==> src/rtl/axi4lite_arbiter2_pkg.sv <==
// Shared AXI4-lite definitions: response codes, arbiter FSM states and default widths.
package axi4lite_pkg;

    localparam int ADDR_W_DEF = 32;
    localparam int DATA_W_DEF = 32;
    localparam int STRB_W_DEF = 8;

    localparam logic [1:0] RESP_OKAY   = 2'b00;
    localparam logic [1:0] RESP_SLVERR = 2'b10;

    typedef enum logic [1:0] {
        IDLE = 2'd0,
        RD   = 2'd1,
        WR   = 2'd2
    } arb_state_t;

endpackage

==> src/rtl/axi4lite_arbiter2_if.sv <==
// AXI4-lite channel bundle; master modport drives requests, slave modport drives responses.
interface axi4lite_if
    import axi4lite_pkg::*;
#(
    parameter int ADDR_W = ADDR_W_DEF,
    parameter int DATA_W = DATA_W_DEF,
    parameter int STRB_W = STRB_W_DEF
) ();

    logic              awvalid;
    logic              awready;
    logic [ADDR_W-1:0] awaddr;
    logic              wvalid;
    logic              wready;
    logic [DATA_W-1:0] wdata;
    logic [STRB_W-1:0] wstrb;
    logic              bvalid;
    logic              bready;
    logic [1:0]        bresp;
    logic              arvalid;
    logic              arready;
    logic [ADDR_W-1:0] araddr;
    logic              rvalid;
    logic              rready;
    logic [DATA_W-1:0] rdata;
    logic [1:0]        rresp;

    modport master (
        output awvalid, awaddr, wvalid, wdata, wstrb, bready, arvalid, araddr, rready,
        input  awready, wready, bvalid, bresp, arready, rvalid, rdata, rresp
    );

    modport slave (
        input  awvalid, awaddr, wvalid, wdata, wstrb, bready, arvalid, araddr, rready,
        output awready, wready, bvalid, bresp, arready, rvalid, rdata, rresp
    );

endinterface

==> src/rtl/axi4lite_arbiter2_rr.sv <==
// Two-way round-robin pick: a lone requester wins, a tie goes to whoever was not served last.
module rr_arbiter2 (
    input  logic [1:0] req,
    input  logic       last,
    output logic       grant_idx,
    output logic       grant_valid
);

    always_comb begin
        grant_valid = |req;
        grant_idx   = 1'b0;
        case (req)
            2'b10:   grant_idx = 1'b1;
            2'b11:   grant_idx = ~last;
            default: grant_idx = 1'b0;
        endcase
    end

endmodule

==> src/rtl/axi4lite_arbiter2.sv <==
// Two-master AXI4-lite arbiter: whole transactions granted round-robin, owner channels
// routed combinationally to the slave, everything else gated to zero.
module axi4lite_arbiter2
    import axi4lite_pkg::*;
#(
    parameter int ADDR_W = ADDR_W_DEF,
    parameter int DATA_W = DATA_W_DEF,
    parameter int STRB_W = STRB_W_DEF
) (
    input  logic        aclk,
    input  logic        aresetn,
    axi4lite_if.slave   m0,
    axi4lite_if.slave   m1,
    axi4lite_if.master  s
);

    arb_state_t state_reg, state_next;
    logic       owner_reg, owner_next;
    logic       last_reg, last_next;

    logic       grant_idx;
    logic       grant_valid;
    logic [1:0] wreq;
    logic [1:0] rreq;

    // Master inputs flattened into arrays so the owner can index them
    logic              m_awvalid [2];
    logic [ADDR_W-1:0] m_awaddr  [2];
    logic              m_wvalid  [2];
    logic [DATA_W-1:0] m_wdata   [2];
    logic [STRB_W-1:0] m_wstrb   [2];
    logic              m_bready  [2];
    logic              m_arvalid [2];
    logic [ADDR_W-1:0] m_araddr  [2];
    logic              m_rready  [2];

    logic              route_awready [2];
    logic              route_wready  [2];
    logic              route_bvalid  [2];
    logic [1:0]        route_bresp   [2];
    logic              route_arready [2];
    logic              route_rvalid  [2];
    logic [DATA_W-1:0] route_rdata   [2];
    logic [1:0]        route_rresp   [2];

    assign m_awvalid[0] = m0.awvalid;  assign m_awvalid[1] = m1.awvalid;
    assign m_awaddr[0]  = m0.awaddr;   assign m_awaddr[1]  = m1.awaddr;
    assign m_wvalid[0]  = m0.wvalid;   assign m_wvalid[1]  = m1.wvalid;
    assign m_wdata[0]   = m0.wdata;    assign m_wdata[1]   = m1.wdata;
    assign m_wstrb[0]   = m0.wstrb;    assign m_wstrb[1]   = m1.wstrb;
    assign m_bready[0]  = m0.bready;   assign m_bready[1]  = m1.bready;
    assign m_arvalid[0] = m0.arvalid;  assign m_arvalid[1] = m1.arvalid;
    assign m_araddr[0]  = m0.araddr;   assign m_araddr[1]  = m1.araddr;
    assign m_rready[0]  = m0.rready;   assign m_rready[1]  = m1.rready;

    assign wreq = {m_awvalid[1], m_awvalid[0]};
    assign rreq = {m_arvalid[1], m_arvalid[0]};

    rr_arbiter2 u_rr (
        .req         (wreq | rreq),
        .last        (last_reg),
        .grant_idx   (grant_idx),
        .grant_valid (grant_valid)
    );

    always_ff @(posedge aclk) begin
        if (!aresetn) begin
            state_reg <= IDLE;
            owner_reg <= 1'b0;
            last_reg  <= 1'b1;
        end else begin
            state_reg <= state_next;
            owner_reg <= owner_next;
            last_reg  <= last_next;
        end
    end

    always_comb begin
        state_next = state_reg;
        owner_next = owner_reg;
        last_next  = last_reg;
        case (state_reg)
            IDLE: begin
                if (grant_valid) begin
                    owner_next = grant_idx;
                    last_next  = grant_idx;
                    state_next = wreq[grant_idx] ? WR : RD;
                end
            end
            RD:      if (s.rvalid && m_rready[owner_reg]) state_next = IDLE;
            WR:      if (s.bvalid && m_bready[owner_reg]) state_next = IDLE;
            default: state_next = IDLE;
        endcase
    end

    // Routing also depends on aresetn so a reset cuts the slave off before the edge
    logic rd_act;
    logic wr_act;
    assign rd_act = aresetn && (state_reg == RD);
    assign wr_act = aresetn && (state_reg == WR);

    assign s.awvalid = wr_act && m_awvalid[owner_reg];
    assign s.awaddr  = wr_act ? m_awaddr[owner_reg] : '0;
    assign s.wvalid  = wr_act && m_wvalid[owner_reg];
    assign s.wdata   = wr_act ? m_wdata[owner_reg] : '0;
    assign s.wstrb   = wr_act ? m_wstrb[owner_reg] : '0;
    assign s.bready  = wr_act && m_bready[owner_reg];
    assign s.arvalid = rd_act && m_arvalid[owner_reg];
    assign s.araddr  = rd_act ? m_araddr[owner_reg] : '0;
    assign s.rready  = rd_act && m_rready[owner_reg];

    generate
        for (genvar gi = 0; gi < 2; gi++) begin : g_route
            logic own_wr;
            logic own_rd;
            assign own_wr = wr_act && (owner_reg == 1'(gi));
            assign own_rd = rd_act && (owner_reg == 1'(gi));

            assign route_awready[gi] = own_wr && s.awready;
            assign route_wready[gi]  = own_wr && s.wready;
            assign route_bvalid[gi]  = own_wr && s.bvalid;
            assign route_bresp[gi]   = own_wr ? s.bresp : RESP_OKAY;
            assign route_arready[gi] = own_rd && s.arready;
            assign route_rvalid[gi]  = own_rd && s.rvalid;
            assign route_rdata[gi]   = own_rd ? s.rdata : '0;
            assign route_rresp[gi]   = own_rd ? s.rresp : RESP_OKAY;
        end
    endgenerate

    assign m0.awready = route_awready[0];  assign m1.awready = route_awready[1];
    assign m0.wready  = route_wready[0];   assign m1.wready  = route_wready[1];
    assign m0.bvalid  = route_bvalid[0];   assign m1.bvalid  = route_bvalid[1];
    assign m0.bresp   = route_bresp[0];    assign m1.bresp   = route_bresp[1];
    assign m0.arready = route_arready[0];  assign m1.arready = route_arready[1];
    assign m0.rvalid  = route_rvalid[0];   assign m1.rvalid  = route_rvalid[1];
    assign m0.rdata   = route_rdata[0];    assign m1.rdata   = route_rdata[1];
    assign m0.rresp   = route_rresp[0];    assign m1.rresp   = route_rresp[1];

endmodule

==> src/flat_wrapper.sv <==
// flat-port wrapper written by rule: the top's interface ports become plain ports
module axi4lite_arbiter2_flat import axi4lite_pkg::*;
#(
    parameter int ADDR_W = ADDR_W_DEF,
    parameter int DATA_W = DATA_W_DEF,
    parameter int STRB_W = STRB_W_DEF
)
  (aclk, aresetn, m0_awvalid, m0_awaddr, m0_wvalid, m0_wdata, m0_wstrb, m0_bready, m0_arvalid, m0_araddr, m0_rready, m0_awready, m0_wready, m0_bvalid, m0_bresp, m0_arready, m0_rvalid, m0_rdata, m0_rresp, m1_awvalid, m1_awaddr, m1_wvalid, m1_wdata, m1_wstrb, m1_bready, m1_arvalid, m1_araddr, m1_rready, m1_awready, m1_wready, m1_bvalid, m1_bresp, m1_arready, m1_rvalid, m1_rdata, m1_rresp, s_awvalid, s_awaddr, s_wvalid, s_wdata, s_wstrb, s_bready, s_arvalid, s_araddr, s_rready, s_awready, s_wready, s_bvalid, s_bresp, s_arready, s_rvalid, s_rdata, s_rresp);
  axi4lite_if #(.ADDR_W(ADDR_W), .DATA_W(DATA_W), .STRB_W(STRB_W)) m0_i ();
  axi4lite_if #(.ADDR_W(ADDR_W), .DATA_W(DATA_W), .STRB_W(STRB_W)) m1_i ();
  axi4lite_if #(.ADDR_W(ADDR_W), .DATA_W(DATA_W), .STRB_W(STRB_W)) s_i ();
  input  logic aclk;
  input  logic aresetn;
  input wire logic [$bits(m0_i.awvalid)-1:0] m0_awvalid;
  input wire logic [$bits(m0_i.awaddr)-1:0] m0_awaddr;
  input wire logic [$bits(m0_i.wvalid)-1:0] m0_wvalid;
  input wire logic [$bits(m0_i.wdata)-1:0] m0_wdata;
  input wire logic [$bits(m0_i.wstrb)-1:0] m0_wstrb;
  input wire logic [$bits(m0_i.bready)-1:0] m0_bready;
  input wire logic [$bits(m0_i.arvalid)-1:0] m0_arvalid;
  input wire logic [$bits(m0_i.araddr)-1:0] m0_araddr;
  input wire logic [$bits(m0_i.rready)-1:0] m0_rready;
  output wire logic [$bits(m0_i.awready)-1:0] m0_awready;
  output wire logic [$bits(m0_i.wready)-1:0] m0_wready;
  output wire logic [$bits(m0_i.bvalid)-1:0] m0_bvalid;
  output wire logic [$bits(m0_i.bresp)-1:0] m0_bresp;
  output wire logic [$bits(m0_i.arready)-1:0] m0_arready;
  output wire logic [$bits(m0_i.rvalid)-1:0] m0_rvalid;
  output wire logic [$bits(m0_i.rdata)-1:0] m0_rdata;
  output wire logic [$bits(m0_i.rresp)-1:0] m0_rresp;
  input wire logic [$bits(m1_i.awvalid)-1:0] m1_awvalid;
  input wire logic [$bits(m1_i.awaddr)-1:0] m1_awaddr;
  input wire logic [$bits(m1_i.wvalid)-1:0] m1_wvalid;
  input wire logic [$bits(m1_i.wdata)-1:0] m1_wdata;
  input wire logic [$bits(m1_i.wstrb)-1:0] m1_wstrb;
  input wire logic [$bits(m1_i.bready)-1:0] m1_bready;
  input wire logic [$bits(m1_i.arvalid)-1:0] m1_arvalid;
  input wire logic [$bits(m1_i.araddr)-1:0] m1_araddr;
  input wire logic [$bits(m1_i.rready)-1:0] m1_rready;
  output wire logic [$bits(m1_i.awready)-1:0] m1_awready;
  output wire logic [$bits(m1_i.wready)-1:0] m1_wready;
  output wire logic [$bits(m1_i.bvalid)-1:0] m1_bvalid;
  output wire logic [$bits(m1_i.bresp)-1:0] m1_bresp;
  output wire logic [$bits(m1_i.arready)-1:0] m1_arready;
  output wire logic [$bits(m1_i.rvalid)-1:0] m1_rvalid;
  output wire logic [$bits(m1_i.rdata)-1:0] m1_rdata;
  output wire logic [$bits(m1_i.rresp)-1:0] m1_rresp;
  output wire logic [$bits(s_i.awvalid)-1:0] s_awvalid;
  output wire logic [$bits(s_i.awaddr)-1:0] s_awaddr;
  output wire logic [$bits(s_i.wvalid)-1:0] s_wvalid;
  output wire logic [$bits(s_i.wdata)-1:0] s_wdata;
  output wire logic [$bits(s_i.wstrb)-1:0] s_wstrb;
  output wire logic [$bits(s_i.bready)-1:0] s_bready;
  output wire logic [$bits(s_i.arvalid)-1:0] s_arvalid;
  output wire logic [$bits(s_i.araddr)-1:0] s_araddr;
  output wire logic [$bits(s_i.rready)-1:0] s_rready;
  input wire logic [$bits(s_i.awready)-1:0] s_awready;
  input wire logic [$bits(s_i.wready)-1:0] s_wready;
  input wire logic [$bits(s_i.bvalid)-1:0] s_bvalid;
  input wire logic [$bits(s_i.bresp)-1:0] s_bresp;
  input wire logic [$bits(s_i.arready)-1:0] s_arready;
  input wire logic [$bits(s_i.rvalid)-1:0] s_rvalid;
  input wire logic [$bits(s_i.rdata)-1:0] s_rdata;
  input wire logic [$bits(s_i.rresp)-1:0] s_rresp;
  assign m0_i.awvalid = m0_awvalid;
  assign m0_i.awaddr = m0_awaddr;
  assign m0_i.wvalid = m0_wvalid;
  assign m0_i.wdata = m0_wdata;
  assign m0_i.wstrb = m0_wstrb;
  assign m0_i.bready = m0_bready;
  assign m0_i.arvalid = m0_arvalid;
  assign m0_i.araddr = m0_araddr;
  assign m0_i.rready = m0_rready;
  assign m0_awready = m0_i.awready;
  assign m0_wready = m0_i.wready;
  assign m0_bvalid = m0_i.bvalid;
  assign m0_bresp = m0_i.bresp;
  assign m0_arready = m0_i.arready;
  assign m0_rvalid = m0_i.rvalid;
  assign m0_rdata = m0_i.rdata;
  assign m0_rresp = m0_i.rresp;
  assign m1_i.awvalid = m1_awvalid;
  assign m1_i.awaddr = m1_awaddr;
  assign m1_i.wvalid = m1_wvalid;
  assign m1_i.wdata = m1_wdata;
  assign m1_i.wstrb = m1_wstrb;
  assign m1_i.bready = m1_bready;
  assign m1_i.arvalid = m1_arvalid;
  assign m1_i.araddr = m1_araddr;
  assign m1_i.rready = m1_rready;
  assign m1_awready = m1_i.awready;
  assign m1_wready = m1_i.wready;
  assign m1_bvalid = m1_i.bvalid;
  assign m1_bresp = m1_i.bresp;
  assign m1_arready = m1_i.arready;
  assign m1_rvalid = m1_i.rvalid;
  assign m1_rdata = m1_i.rdata;
  assign m1_rresp = m1_i.rresp;
  assign s_awvalid = s_i.awvalid;
  assign s_awaddr = s_i.awaddr;
  assign s_wvalid = s_i.wvalid;
  assign s_wdata = s_i.wdata;
  assign s_wstrb = s_i.wstrb;
  assign s_bready = s_i.bready;
  assign s_arvalid = s_i.arvalid;
  assign s_araddr = s_i.araddr;
  assign s_rready = s_i.rready;
  assign s_i.awready = s_awready;
  assign s_i.wready = s_wready;
  assign s_i.bvalid = s_bvalid;
  assign s_i.bresp = s_bresp;
  assign s_i.arready = s_arready;
  assign s_i.rvalid = s_rvalid;
  assign s_i.rdata = s_rdata;
  assign s_i.rresp = s_rresp;
  axi4lite_arbiter2 #(.ADDR_W(ADDR_W), .DATA_W(DATA_W), .STRB_W(STRB_W)) u_core (.aclk(aclk), .aresetn(aresetn), .m0(m0_i), .m1(m1_i), .s(s_i));
endmodule
==> config.mk <==
export PLATFORM = sky130hd
export DESIGN_NAME = axi4lite_arbiter2_flat
export DESIGN_NICKNAME = d
export VERILOG_FILES = /design/src/rtl/axi4lite_arbiter2_pkg.sv /design/src/rtl/axi4lite_arbiter2_if.sv /design/src/rtl/axi4lite_arbiter2_rr.sv /design/src/rtl/axi4lite_arbiter2.sv /design/src/flat_wrapper.sv
export SDC_FILE = /design/constraint.sdc
export NUM_CORES = 1
export LEC_CHECK = 0
export CAP_MARGIN = 20
export CORE_AREA = 4 4 173 175
export CTS_CLUSTER_SIZE = 28
export DETAILED_ROUTE_END_ITERATION = 7
export DIE_AREA = 0 0 177 179
export GPL_TIMING_DRIVEN = 0
export PLACE_DENSITY = 0.37
export REMOVE_ABC_BUFFERS = 1
export SYNTH_ARGS = -nofsm -noshare
export SYNTH_HDL_FRONTEND = slang
export SYNTH_SLANG_ARGS = --single-unit
==> constraint.sdc <==
create_clock -name aclk -period 3.2 [get_ports aclk]
set_input_delay 0.48 -clock aclk [delete_from_list [all_inputs] [get_ports aclk]]
set_output_delay 0.48 -clock aclk [all_outputs]
set_load 0.05 [all_outputs]
Word level (Yosys, flattened, before mapping)
Cells that the tools add are included. Widths: inputs -> output; s select.

Register bits: 4. Latch bits: 0. RAM bits: 0. Bits in read-only memories: 0. Memories: 0.

Add/subtract/negate cells: 0. Multipliers: 0. Divide/modulo/power cells: 0. $lt $le $gt $ge: 2. Equal/unequal tests: 7. Shift operators: 0. Mux-type cells: 45. Bitwise operators: 4. Reduce and logical (&&, ||, !) cells: 27.

Operators by type and width (count): $mux 32 (14); $mux 8 (4); $logic_and 1x1->1 (23); $mux 1 (17); $mux 2 (8); $eq 2x2->1 const B (3); $ne 2x1->1 const B (3); $pmux 2 s3 (1); $reduce_and 3->1 (1); $eq 2x1->1 const B (1); $ge 2x2->1 const B (1); $logic_not 2->1 (1); $lt 1x2->1 const B (1); $not 1->1 (2); $not 1->2 (1); $or 2x2->2 (1); $pmux 1 s2 (1); $reduce_and 2->1 (1); $reduce_or 2->1 (1).

Logic depth before layout (Yosys ltp)
Depth in word-level cells: 8. Depth in mapped cells: 6. Mapped depth without buffers: 3.

Cells and area by module
From an unflattened synthesis, not the netlist that was laid out.

Cell total of the unflattened synthesis: 258. Area, all modules: 1960.6 um2.

By module, submodules not included: axi4lite_arbiter2 (instances 1, cells an instance 256, area an instance 1946.9 um2); rr_arbiter2 (instances 1, cells an instance 2, area an instance 13.8 um2).

Worst setup path after synthesis
No wires, ideal clock.

Path type: register to output. Start point: register u_core.owner_reg. End point: output port s_rready. Arrival time: 1.774 ns. Setup slack: 0.946 ns. Cell stages (with the launch flop): 5. Buffers on the path: 1. Cells stage by stage: dfxtp_1 > buf_2 > mux2_2 > nand2_1 > nor3_1.

Cells in the longest elaborated chain, start to end: 5.

RTL lines: from (decl) (line axi4lite_arbiter2.sv:18) `logic owner_reg, owner_next;`; from (signal assigned) (line axi4lite_arbiter2.sv:73) `owner_reg <= owner_next;`; $not 1->2 (not written as such) (line axi4lite_arbiter2.sv:110) `assign s.rready = rd_act && m_rready[owner_reg];`; $mux 1 (not written as such) (3 in a row) (line axi4lite_arbiter2.sv:110); $logic_and 1x1->1 (line axi4lite_arbiter2.sv:110); to (decl) (line flat_wrapper.sv:56) `output wire logic [$bits(s_i.rready)-1:0] s_rready;`.

Every way passes these cells. The select of a mux whose other input is x is not followed.

Worst setup path in the final report
Start point: input port aresetn. End point: output port m1_rdata[10].

Cells in the longest elaborated chain, start to end: 3.

RTL lines: from (decl) (line flat_wrapper.sv:13) `input logic aresetn;`; $logic_and 1x1->1 (line axi4lite_arbiter2.sv:99) `assign rd_act = aresetn && (state_reg == RD);`; $logic_and 1x1->1 (line axi4lite_arbiter2.sv:117) `assign own_rd = rd_act && (owner_reg == 1'(gi));`; $mux 32 (line axi4lite_arbiter2.sv:125) `assign route_rdata[gi] = own_rd ? s.rdata : '0;`; to (decl) (line flat_wrapper.sv:46) `output wire logic [$bits(m1_i.rdata)-1:0] m1_rdata;`.

Every way passes these cells.

==> impl_results.md <==
* Syn_area_per_cell at 7.47 sq um
* Leakage at around 3 nW
* Die area at 0.0317 sq mm
* Starting Density at 0.0683
* Port bufs at between 400 and 500
* Vias at 3954
* First-pass GRT wire length at approximately 28000 um
* Clock Path Buffers at 2
* N_diodes at 0
* Setup TNS at 0 ps
* Post-synth EDFFs at 0
* Top post-synthesis cells by count: 107 x a22o_1, 82 x and2_1, 21 x buf_2
* Netlist cell types at 28
* Area contributors post-synth: a22o_1 48%, and2_1 26%, buf_2 5.4%
* Share of cells above drive strength 1 at 0.141
* Crit path required time at 2720 ps
* VDD IR max at 0.133 mV
* Skew-Pair Late Insertion Delay at approximately 220 ps
* Synth Flop Type: dfxtp_1
* Crit. End Element: output pin
* Total Wirelength at 20800 um
* Chip width at 177 um
* Vias per cell at 3.68
* Sequential cell area fraction in the yosys report at 0.0412
* GP Congestion at 0.748
* Yosys warning count at 0
* Final slew viol count at 0
* Post-DP HPWL at 18900 um
* MaxCap Viol Count at 0
* Min Clock Period, post-route at 3110 ps
* Placed Cells incl. Taps at 1070
* Clock transition at path regs at approximately 30 ps
* Num CTS Buffers at 3
* Netlist Area Pre-Place at 0.00194 sq mm
* Rows at 62
* Most common cell in the netlist: a22o_1
* Final Non-Filler Cells at roughly 1100
* Die Y at ~180 um
* Initial drt markers at 103
* Mapped Cells at 260
* Reg2reg start: u_core.owner_reg
* Synth Register Bits at 4
* DRC Markers at 0
* Core Util, Final at 0.236
* Sequential cell area at 80.1 sq um
* Layout area overhead at 246%
* CTS H-tree lvls at 1
* DRT Pass-1 Iters at 4
* Critical path type: primary input to output pin
* Initial antenna violation count at 1
* Outcome: complete, no violations
* CTS sink cnt at 4
* Worst-path cell chain: clkdlybuf4s50_1 > and4b_4 > and2_1 > clkdlybuf4s50_1
* Post-synth ARST share at 0
* Worst Max-Slew Pin Slew at about 660 ps
* Max Clock Freq at 321 MHz
* Largest stage delay, worst path at 820 ps
* Yosys top cell area share at 0.482
* Crit path launch: aresetn
* Fill cell count at 3190
* Max-Slew Margin vs Limit at 0.560
* Tcrit/Tclk final at 0.973
* Worst path arrival time at between 2000 and 3000 ps
* Crit path max fanout at 28
* Total grt overflow at 0
* Core ar. at 0.0285 sq mm
* Final #Nets at 953
* Post-DRT Antenna Nets at 0
* Area of the multi-input gates at 0.00169 sq mm
* Vias in the first global route at 4307
* Boundary Pins at 452
* Hold path startpoint: u_core.last_reg
* Final setup viols at 0
* Pwr Density at 224 mW/mm^2
* Total GRT Usage at 0.116
* Pin count of the biggest net entering global routing at 43
* Largest area contributor in the netlist: a22o_1
* Clock Skews at 0.857 ps
* DR WL/cell at 19.4 um
* Max reg flops at 2
* Startpoint types: primary input
* Root Buffer: clkbuf_16
* Final hold vios at 0
* Worst Hold Class: flop to flop
* Critical path's slowest cell: clkdlybuf4s50_1
* Most common cell on crit path: clkdlybuf4s50_1
* CTS tree: built
-- layout make-up --
type | count | area share
well taps | 384 | 0.0714
inverters | 2 | 0.00112
repair buffers | 461 | 0.653
clock buffers | 3 | 0.0112
flip-flops and latches | 4 | 0.0119
multi-input cells | 220 | 0.251
-- final timing paths --
check,end,slack [ps],depth (start not counted)
worst max-delay path,m1_rdata[10],90,4
worst min-delay path,u_core.last_reg,550,1
worst max register to register,u_core.state_reg[0],1690,3
worst min register to register,u_core.last_reg,550,1
-- metal layers --
layer,up-vias,global-route usage,wire length [um]
met5,-,0,0
met4,0,0.0255,313
met3,10,0.0396,2250
met2,281,0.244,11500
met1,1810,0.107,6750
li1,1853,-,-
-- cell usage in the layout, fill, tap and decap left out, types with 2 or more instances in the layout --
master / count
o211ai_1: 2
dlygate4sd2_1: 90
a21oi_1: 3
clkdlybuf4s50_1: 281
dfxtp_1: 4
o21ai_0: 3
buf_2: 3
clkdlybuf4s15_1: 2
buf_6: 4
clkbuf_16: 3
nand2_1: 2
and2_1: 82
nor2_4: 2
a22o_1: 107
buf_12: 5
o31ai_1: 2
clkbuf_2: 38
clkdlybuf4s15_2: 36
nor2_1: 4
-- worst max-delay path, delay by kind of cell --
kind          cells  cell delay [ps]
buf+inv           2             1440
simple gates      2              700
-- through the flow --
stage               power [W]  setup WS, ps  area [sq um]  hold WS (ps)
CTS                   0.00154         -2.41          6910           542
global route          0.00157         -1.66          6730           586
detailed placement    0.00141          -465          6920           530
global placement      0.00138         -2190          6770           516
finish                0.00151          87.3          6730           549
floorplan            0.000714           182          1770           494
-- power by group --
part           switching (W)  internal (W)
clock network      0.0000348      0.000160
registers          0.0000232     0.0000594
logic               0.000702      0.000527
-- cell families (layout without fill, tap and decap cells) --
logic type             count (synthesis)  in the layout  synth area share
muxes                                  2              2            0.0109
and+or+nand+nor                       97             97             0.328
AOI/OAI and AO/OA                    121            121             0.529
DFF                                    4              4            0.0412
buffers and inverters                 36            466            0.0908
-- what timing repair did --
item,4_1_cts,5_1_grt
gates resized for setup,274,59
hold buffers,0,0
endpoints found under the setup margin,185,67
endpoints found under the hold margin,0,0
cloned,0,0
pin swaps,0,1
setup buffers,0,1
(Power assumes the default switching activity.)
